==> config.mk <==
export PLATFORM = sky130hd
export DESIGN_NAME = lcd_disp_host
export DESIGN_NICKNAME = d
export VERILOG_FILES = /design/src/rtl/lcd_disp_pkg.sv /design/src/rtl/lcd_key_entry.sv /design/src/rtl/lcd_disp_host.sv
export SDC_FILE = /design/constraint.sdc
export NUM_CORES = 1
export LEC_CHECK = 0
export CORE_MARGIN = 10
export CORE_UTILIZATION = 25
export CTS_CLUSTER_SIZE = 30
export DETAILED_ROUTE_END_ITERATION = 8
export PLACE_DENSITY = 0.54
export SETUP_SLACK_MARGIN = 0.15
export SLEW_MARGIN = 20
export SYNTH_ARGS = -nofsm -noshare
export SYNTH_HDL_FRONTEND = slang
export SYNTH_SLANG_ARGS = --single-unit
==> constraint.sdc <==
create_clock -name clk -period 2.1 [get_ports clk]
set_input_delay 0.21 -clock clk [delete_from_list [all_inputs] [get_ports clk]]
set_output_delay 0.21 -clock clk [all_outputs]
set_load 0.01 [all_outputs]
==> src/rtl/lcd_disp_pkg.sv <==
// -----------------------------------------------------------------------------
// lcd_disp_pkg
// Shared types and constants for the LCD display-host slot scanner and the
// touch-keypad entry block.
//   state_t       : scan FSM states
//   KEY_CLEAR     : keypad code that clears the entry accumulator
//   KEY_ENTER     : keypad code that publishes the accumulator
//   SLOT_W/NAME_W/VALUE_W : record field widths
// -----------------------------------------------------------------------------
package lcd_disp_pkg;

    localparam int SLOT_W  = 6;
    localparam int NAME_W  = 40;
    localparam int VALUE_W = 32;

    localparam logic [4:0] KEY_CLEAR = 5'h10;
    localparam logic [4:0] KEY_ENTER = 5'h11;

    typedef enum logic [2:0] {
        S_GAP,
        S_REQ,
        S_WAIT,
        S_CAP,
        S_EMIT
    } state_t;

    // Codes 0x00-0x0F are hex digits; everything with bit 4 set is a command.
    function automatic logic is_hex_digit(input logic [4:0] code);
        return (code[4] == 1'b0);
    endfunction

endpackage

==> src/rtl/lcd_key_entry.sv <==
// -----------------------------------------------------------------------------
// lcd_key_entry
// Turns touch-keypad key strobes into an entered 32-bit value.
// Hex digits shift into an 8-nibble accumulator (oldest nibble drops out),
// CLEAR zeroes it, ENTER publishes it with a one-cycle pulse and zeroes it.
// Ports:
//   clk, resetn          : clock, asynchronous active-low reset
//   key_valid, key_code  : one-cycle key strobe and its code
//   input_valid          : one-cycle pulse after ENTER
//   input_value          : last entered value, held until the next ENTER
// -----------------------------------------------------------------------------
module lcd_key_entry
    import lcd_disp_pkg::*;
(
    input  logic               clk,
    input  logic               resetn,
    input  logic               key_valid,
    input  logic [4:0]         key_code,
    output logic               input_valid,
    output logic [VALUE_W-1:0] input_value
);

    logic [VALUE_W-1:0] acc_q;
    logic [VALUE_W-1:0] input_value_q;
    logic               input_valid_q;

    always_ff @(posedge clk or negedge resetn) begin
        if (!resetn) begin
            acc_q         <= '0;
            input_value_q <= '0;
            input_valid_q <= 1'b0;
        end else begin
            input_valid_q <= 1'b0;
            if (key_valid) begin
                if (is_hex_digit(key_code)) begin
                    acc_q <= {acc_q[VALUE_W-5:0], key_code[3:0]};
                end else if (key_code == KEY_CLEAR) begin
                    acc_q <= '0;
                end else if (key_code == KEY_ENTER) begin
                    // An empty accumulator still produces a pulse carrying 0.
                    input_value_q <= acc_q;
                    input_valid_q <= 1'b1;
                    acc_q         <= '0;
                end
            end
        end
    end

    assign input_valid = input_valid_q;
    assign input_value = input_value_q;

endmodule

==> src/rtl/lcd_disp_host.sv <==
// -----------------------------------------------------------------------------
// lcd_disp_host
// Panel end of the display/input slot protocol. Walks display_number over
// slots 1..NUM_SLOTS, samples each responder's registered reply and forwards
// populated slots as records on a ready/valid stream. Keypad entry is handled
// by lcd_key_entry.
// Optional build macro: LCD_DIFF_ONLY_EN -- keep a per-slot {valid,value}
// shadow and emit a record only when valid/value changed since last emit.
// Parameters:
//   NUM_SLOTS : highest slot scanned (1..63)
//   FRAME_GAP : idle cycles between scans (>=1)
// Ports:
//   clk, resetn                          : clock, async active-low reset
//   display_number                       : slot requested (0 = none)
//   display_valid/name/value             : responder reply
//   rec_valid/ready, rec_slot/name/value : record stream to renderer
//   key_valid, key_code                  : keypad strobe
//   input_valid, input_value             : entered value pulse / hold
// -----------------------------------------------------------------------------
module lcd_disp_host
    import lcd_disp_pkg::*;
#(
    parameter int NUM_SLOTS = 44,
    parameter int FRAME_GAP = 1000
) (
    input  logic               clk,
    input  logic               resetn,
    output logic [SLOT_W-1:0]  display_number,
    input  logic               display_valid,
    input  logic [NAME_W-1:0]  display_name,
    input  logic [VALUE_W-1:0] display_value,
    output logic               rec_valid,
    input  logic               rec_ready,
    output logic [SLOT_W-1:0]  rec_slot,
    output logic [NAME_W-1:0]  rec_name,
    output logic [VALUE_W-1:0] rec_value,
    input  logic               key_valid,
    input  logic [4:0]         key_code,
    output logic               input_valid,
    output logic [VALUE_W-1:0] input_value
);

    localparam int GAP_W = (FRAME_GAP > 1) ? $clog2(FRAME_GAP) : 1;
    localparam logic [GAP_W-1:0]  GAP_LAST  = GAP_W'(FRAME_GAP - 1);
    localparam logic [SLOT_W-1:0] LAST_SLOT = SLOT_W'(NUM_SLOTS);

    state_t             state_q;
    logic [GAP_W-1:0]   gap_cnt_q;
    logic [SLOT_W-1:0]  display_number_q;   // doubles as the current slot
    logic               rec_valid_q;
    logic [SLOT_W-1:0]  rec_slot_q;
    logic [NAME_W-1:0]  rec_name_q;
    logic [VALUE_W-1:0] rec_value_q;

    logic               emit_ok;
    logic               last_slot;
    logic [SLOT_W-1:0]  slot_inc;

    assign last_slot = (display_number_q == LAST_SLOT);
    assign slot_inc  = display_number_q + SLOT_W'(1);

`ifdef LCD_DIFF_ONLY_EN
    // Entry 0 is never addressed; indexing by slot number keeps the lookup free
    // of an adder.
    logic [VALUE_W:0] shadow_q [0:NUM_SLOTS];

    assign emit_ok = display_valid &&
                     (shadow_q[display_number_q] != {1'b1, display_value});

    always_ff @(posedge clk or negedge resetn) begin
        if (!resetn) begin
            for (int i = 0; i <= NUM_SLOTS; i++) begin
                shadow_q[i] <= '0;
            end
        end else if (state_q == S_CAP) begin
            if (emit_ok) begin
                shadow_q[display_number_q] <= {1'b1, display_value};
            end else if (!display_valid) begin
                // Forget the slot so that its return is reported even with an
                // unchanged value.
                shadow_q[display_number_q] <= '0;
            end
        end
    end
`else
    assign emit_ok = display_valid;
`endif

    always_ff @(posedge clk or negedge resetn) begin
        if (!resetn) begin
            state_q          <= S_GAP;
            gap_cnt_q        <= '0;
            display_number_q <= '0;
            rec_valid_q      <= 1'b0;
            rec_slot_q       <= '0;
            rec_name_q       <= '0;
            rec_value_q      <= '0;
        end else begin
            case (state_q)
                S_GAP: begin
                    if (gap_cnt_q == GAP_LAST) begin
                        gap_cnt_q        <= '0;
                        display_number_q <= SLOT_W'(1);
                        state_q          <= S_REQ;
                    end else begin
                        gap_cnt_q <= gap_cnt_q + GAP_W'(1);
                    end
                end
                S_REQ:  state_q <= S_WAIT;
                // Responder registers its reply for display_number during WAIT.
                S_WAIT: state_q <= S_CAP;
                S_CAP: begin
                    if (emit_ok) begin
                        rec_valid_q <= 1'b1;
                        rec_slot_q  <= display_number_q;
                        rec_name_q  <= display_name;
                        rec_value_q <= display_value;
                        state_q     <= S_EMIT;
                    end else begin
                        display_number_q <= last_slot ? '0 : slot_inc;
                        state_q          <= last_slot ? S_GAP : S_REQ;
                    end
                end
                S_EMIT: begin
                    // Scan stalls here, display_number held, until accepted.
                    if (rec_ready) begin
                        rec_valid_q      <= 1'b0;
                        display_number_q <= last_slot ? '0 : slot_inc;
                        state_q          <= last_slot ? S_GAP : S_REQ;
                    end
                end
                default: state_q <= S_GAP;
            endcase
        end
    end

    assign display_number = display_number_q;
    assign rec_valid      = rec_valid_q;
    assign rec_slot       = rec_slot_q;
    assign rec_name       = rec_name_q;
    assign rec_value      = rec_value_q;

    lcd_key_entry u_key_entry (
        .clk         (clk),
        .resetn      (resetn),
        .key_valid   (key_valid),
        .key_code    (key_code),
        .input_valid (input_valid),
        .input_value (input_value)
    );

endmodule
After elaboration in Yosys (flattened, before gate mapping)
Index checks and enable logic that the tools add are counted.
- register bits: 163
- input bits: 82
- output and inout bits: 118
- word-level logic and storage cells: 56
- $add $sub $neg: 2
- eq/ne operators: 13
- multiplexer cells: 21
- bitwise logic cells: 1
- reductions and logical operators: 9
- operator list (cell ; count):
    2-to-1 mux 32 bit ; 3
    2-to-1 mux 6 bit ; 4
    one-hot mux 6 bit (3 select lines) ; 1
    one-hot mux 3 bit (5 select lines) ; 1
    adder 10 x 1 -> 10 bit (second input constant) ; 1
    equality test 10 bit (second input constant) ; 1
    equality test 5 bit (second input constant) ; 2
    2-to-1 mux 10 bit ; 1
    2-to-1 mux 3 bit ; 3
    inequality test 2 bit (second input constant) ; 4
    AND reduction 4 bit ; 2
    2-to-1 mux 1 bit ; 7
    adder 6 x 1 -> 6 bit (second input constant) ; 1
    equality test 3 x 2 -> 1 bit (second input constant) ; 2
    equality test 6 bit (second input constant) ; 1
    AND reduction 2 bit ; 3
    equality test 3 x 1 -> 1 bit (second input constant) ; 1
    equality test 3 bit (second input constant) ; 1
    zero test 3 bit ; 1
    inequality test 3 x 1 -> 1 bit (second input constant) ; 1
    AND reduction 3 bit ; 1
    nonzero test 3 bit ; 1
    one-hot mux 1 bit (2 select lines) ; 1
    nonzero test 2 bit ; 1
    NOT 1 bit ; 1

Logic depth before layout (Yosys ltp)
- depth in word-level cells: 5
- mapped depth: 6
- gate-level depth less buffers: 6

By module
A second synthesis with hierarchy kept.
- cell total of the unflattened synthesis: 435
- area, all modules: 6531.3 µm²
- modules (own cells, without submodules) (module ; times used ; cells an instance ; area each (µm²) ; sequential area each (µm²)):
    lcd_disp_host ; 1 ; 290 ; 4015.1 ; 2452.4
    lcd_key_entry ; 1 ; 145 ; 2516.2 ; 1626.6

Worst setup path after synthesis
Ideal clock, no wire load.
- kind: reg2reg
- start point: reg state_q[1]
- end point: reg display_number_q[2], in the netlist display_number[2]
- library setup time: 0.126 ns
- arrival: 1.756 ns
- slack: 0.218 ns
- cell stages (with the launch flop): 6
- buffers on the path: 1
- clock period less this slack: 1.882 ns
- cells stage by stage: dfrtp_1 > buf_6 > or3_4 > nor4_4 > nor2_2 > a221o_1
- word-level cells in the longest chain between the ends: 3
- elaborated cells on any way between the ends: 9
- classes of those cells: eq/ne: 5; mux: 1; reduce/logical: 3
- ends and longest elaborated chain (what ; line ; RTL):
    from (decl) ; lcd_disp_host.sv:47 ; state_t state_q;
    from (signal assigned) ; lcd_disp_host.sv:121 ; state_q <= last_slot ? S_GAP : S_REQ;
    from (signal assigned) ; lcd_disp_host.sv:129 ; state_q <= last_slot ? S_GAP : S_REQ;
    equality test 3 x 2 -> 1 bit, or another cell as far along ; lcd_disp_host.sv:99 ; case (state_q)
    inequality test 2 bit (no line) or nonzero test 3 bit (tied branches) ; n/a ;
    AND reduction 4 bit (no line) ; n/a ;
    to (signal assigned) ; lcd_disp_host.sv:120 ; display_number_q <= last_slot ? '0 : slot_inc;
    to (signal assigned) ; lcd_disp_host.sv:128 ; display_number_q <= last_slot ? '0 : slot_inc;
    to (decl) ; lcd_disp_host.sv:49 ; logic [SLOT_W-1:0] display_number_q;
Several ways; a longest one is shown, not always the timed one.
A chain may end at the register's enable or synchronous reset.

Final worst setup path
- start point: reg gap_cnt_q[4]
- end point: reg display_number_q[2], in the netlist display_number[2]
- word-level cells in the longest chain between the ends: 3
- ends and longest elaborated chain (what ; line ; RTL):
    from (decl) ; lcd_disp_host.sv:48 ; logic [GAP_W-1:0] gap_cnt_q;
    from (signal assigned) ; lcd_disp_host.sv:106 ; gap_cnt_q <= gap_cnt_q + GAP_W'(1);
    equality test 10 bit ; lcd_disp_host.sv:101 ; if (gap_cnt_q == GAP_LAST) begin
    inequality test 2 bit (no line) ; n/a ;
    AND reduction 4 bit (no line) ; n/a ;
No other way between the ends.

==> summary.md <==
| Metric | Value |
|---|---|
| Status | `complete, no violations` |
| Detail Route Antenna Nets | `0` |
| Min Tclk post-route | `about 1.9 ns` |
| Clk Latency, worst-skew pair | `between 0.4 and 0.5 ns` |
| Worst Tran Pin Value | `between 0.6 and 0.7 ns` |
| Pins over their slew limit | `0` |
| DR WL/cell | `17.3 um` |
| Crit path from | `gap_cnt_q[4]$_DFFE_PN0N_` |
| Pin count of the biggest net entering global routing | `67` |
| # Max-Cap Violations | `0` |
| Crit path required time | `between 2 and 2.5 ns` |
| Final period utilization | `between 80% and 90%` |
| Fmax | `535 MHz` |
| Residual DRC count | `0` |
| Die W | `between 150 and 200 um` |
| Setup WS post-layout | `around 0.23 ns` |
| Clock Root Buffer | `clkbuf_16` |
| Area share of the largest cell type after synthesis | `about 64%` |
| Initial core utilization | `approximately 25%` |
| Yosys warns | `0` |
| Main area contributors after synthesis | `dfrtp_1 (64%), mux2_2 (20%), a22o_1 (4.6%), clkbuf_1 (1.1%), xnor2_1 (0.97%)` |
| Final Setup Violations | `0` |
| DP HPWL | `about 12 mm` |
| Post-Syn Area | `6350 um^2` |
| Synth unique cells | `40` |
| WP data arrival | `2.17 ns` |
| Fill count | `~2.5k` |
| Nets | `roughly 730` |
| Core area | `25,100 um^2` |
| Syn Inst Count | `between 400 and 500` |
| Post-synth EDFFs | `0` |
| Port-buffer cells | `between 150 and 200` |
| Seq cells post-synth | `roughly 160` |
| Fraction of registers with async set/reset | `100%` |
| Num ports | `200` |
| Peak fanout along the critical path | `6` |
| CTS tree | `done` |
| P&R area growth vs syn | `49.1%` |
| WP buf/inv | `0` |
| Worst flop-to-flop path endpoint | `display_number[2]$_DFFE_PN0P_` |
| Vias in the first global route | `4,782` |
| Routability Congestion | `0.782` |
| Die height | `179 um` |
| Num CTS Buffers | `17` |
| R2R setup slack | `~0.23 ns` |
| Total GRT Usage | `between 10% and 20%` |
| Max VDD drop | `0.500 mV` |
| Final core utilization | `between 30% and 40%` |
| Initial antenna violation count | `0` |
| Via-per-instance ratio | `~4.4` |
| Drt pass-1 iters | `4` |
| Clk sink count | `approximately 160` |
| Delay-heaviest family, CP | `simple AND/OR/NAND/NOR gates` |
| Hold WC Path Type | `in -> async` |
| Most used DFF post-synth | `dfrtp_1` |
| Setup crit end | `display_number[2]$_DFFE_PN0P_` |
| Setup total negative slack | `0 ns` |
| Clock buffer depth | `2` |
| Slew Limit Headroom | `57.0%` |
| Via count | `between 4k and 5k` |
| CP Cell Sequence | `or3b_2 -> nor4_4 -> nor2_4 -> a221o_1` |
| Clock slew at reported path FFs | `0.07 ns` |
| Setup Skew | `0.00897 ns` |
| Post-synth top area cell | `dfrtp_1` |
| Share of cells above drive strength 1 | `25.8%` |
| FP Rows | `slightly below 60` |
| Iter 0 DRT Violations | `about 250` |
| Global-route wire length before repair | `approximately 27 mm` |
| Critical Path Stages | `4` |
| Overflow left after global routing | `0` |
| # H-tree levels | `4` |
| Slowest CP cell | `or3b_2` |
| Pwr Density | `1300 nW/um^2` |
| Die Footprint | `roughly 32,000 um^2` |
| CP startpoint kind | `register` |
| Leakage | `a little over 4 nW` |
| Post-place setup slack | `0.206 ns` |
| Slowest Stage Delay on Critical Path | `roughly 0.52 ns` |
| Worst R2R Path Depth | `4` |
| Synthesized Nets | `approximately 520` |
| Critical path type | `reg -> reg` |
| Syn Area/Cell | `between 10 and 15 um^2` |
| RSZ-0062 raised after global routing | `false` |
| Routed WL | `~17 mm` |
| Register area share after synthesis | `roughly 64%` |
| Worst Setup End Kind | `register` |
| R2R Path Start | `gap_cnt_q[4]$_DFFE_PN0N_` |
| Final Hold Viols | `0` |
==> stage by stage <==
| step | hold slack [ns] | power [mW] | std cells | area (um^2) |
|---|---|---|---|---|
| floorplan | -0.0856 | 6.75 | 431 | 6350 |
| global placement | 0.265 | 9.17 | 950 | 8830 |
| detailed placement | 0.270 | 9.27 | 950 | 8830 |
| CTS | 0.366 | 12.6 | 983 | 9450 |
| global route | 0.371 | 13.1 | 984 | 9460 |
| finish | 0.343 | 12.3 | 985 | 9460 |
==> registers in the layout, indices dropped and copies added (netlist names) <==
signal	count
gap_cnt_q	10
rec_value	32
rec_slot	6
u_key_entry.input_valid	1
rec_name	40
state_q	3
u_key_entry.input_value	32
display_number	6
u_key_entry.acc_q	32
rec_valid	1
==> worst min-delay path by stage <==
stage,cells past startpoint,to
finish,2,u_key_entry.input_value[1]$_DFFE_PN0P_
global route,2,rec_name[22]$_DFFE_PN0P_
CTS,2,rec_name[12]$_DFFE_PN0P_
detailed placement,1,u_key_entry.input_value[2]$_DFFE_PN0P_
global placement,1,u_key_entry.input_value[2]$_DFFE_PN0P_
floorplan,0,display_number[0]$_DFFE_PN0P_
==> worst register-to-register path, delay by kind of cell (launching register included) <==
kind / cells / cell delay (ns)
AOI/OAI and AO/OA: 1 / 0.36
DFF: 1 / 0.41
and+or+nand+nor: 3 / 0.99
==> logic make-up after synthesis <==
family / after synthesis / share of synthesized area (%)
compound gates: 55 / 6.92
xor+xnor: 8 / 1.10
fa+ha+maj: 3 / 0.592
buf+inv: 30 / 2.01
flops: 163 / 64.3
mux: 111 / 19.7
simple gates: 61 / 5.42
==> synth_stat cells, types with 2 or more instances <==
cell and instances:
nor3_1 7, o2bb2ai_1 2, or3_1 2, dfrtp_1 163, nand2_1 11, nor3b_1 2
inv_1 4, nor2b_1 3, ha_1 3, a221o_1 2, nor4_1 4, o21a_1 3
or3b_2 2, nand4_1 2, xnor2_1 7, mux2_2 110, nand3b_1 2, clkbuf_1 18
a21oi_1 4, nor2_1 11, a22o_1 33, nand3_1 9, o21ai_0 5, buf_2 6
==> layer usage <==
| metal | vias up | global-route usage [%] | part of all wire [%] |
|---|---|---|---|
| li1 | 1990 | - | - |
| met2 | 128 | 17.2 | 50 |
| met3 | 24 | 5.86 | 11 |
| met1 | 2197 | 11.5 | 38 |
| met4 | 0 | 3.45 | 1.6 |
| met5 | - | 0 | 0 |
==> power by group <==
part	leakage, nW	internal [mW]	switching, mW	total (mW)
sequential	2.07	4.16	0.643	4.81
clock	0.295	1.71	1.47	3.18
combinational	1.70	2.65	1.71	4.36
==> final cells by class <==
cell class,instances,area [um^2],share of cell area (%)
repair buffers,217,2190,23.2
diodes,1,2.50,0.0264
multi-input cells,238,2150,22.7
flip-flops and latches,163,4080,43.1
clock buffers,17,425,4.49
clock inverters,15,184,1.94
well taps,330,413,4.36
inverters,4,15.0,0.159
==> layout by cell type, fill, tap and decap left out, drive strengths merged, types with 2 or more instances in the layout <==
master	instances
clkdlybuf4s50	198
dfrtp	163
mux2	110
a22o	33
buf	18
clkbuf	17
nor2	12
inv	12
nand2	11
nand3	9
nor3	7
xnor2	7
o21ai	6
nor4	5
clkinv	5
a21oi	4
o21a	3
ha	3
or3	3
nor2b	3
nand4	2
nand3b	2
nor3b	2
or3b	2
o2bb2ai	2
a221o	2
==> what timing repair did <==
action	4_1_cts	5_1_grt
endpoints found under the hold margin	58	0
gates resized for setup	0	2
buffers inserted	0	1
setup endpoints to repair	0	2
hold buffers	1	0
Power figures use the tool's default switching activity.
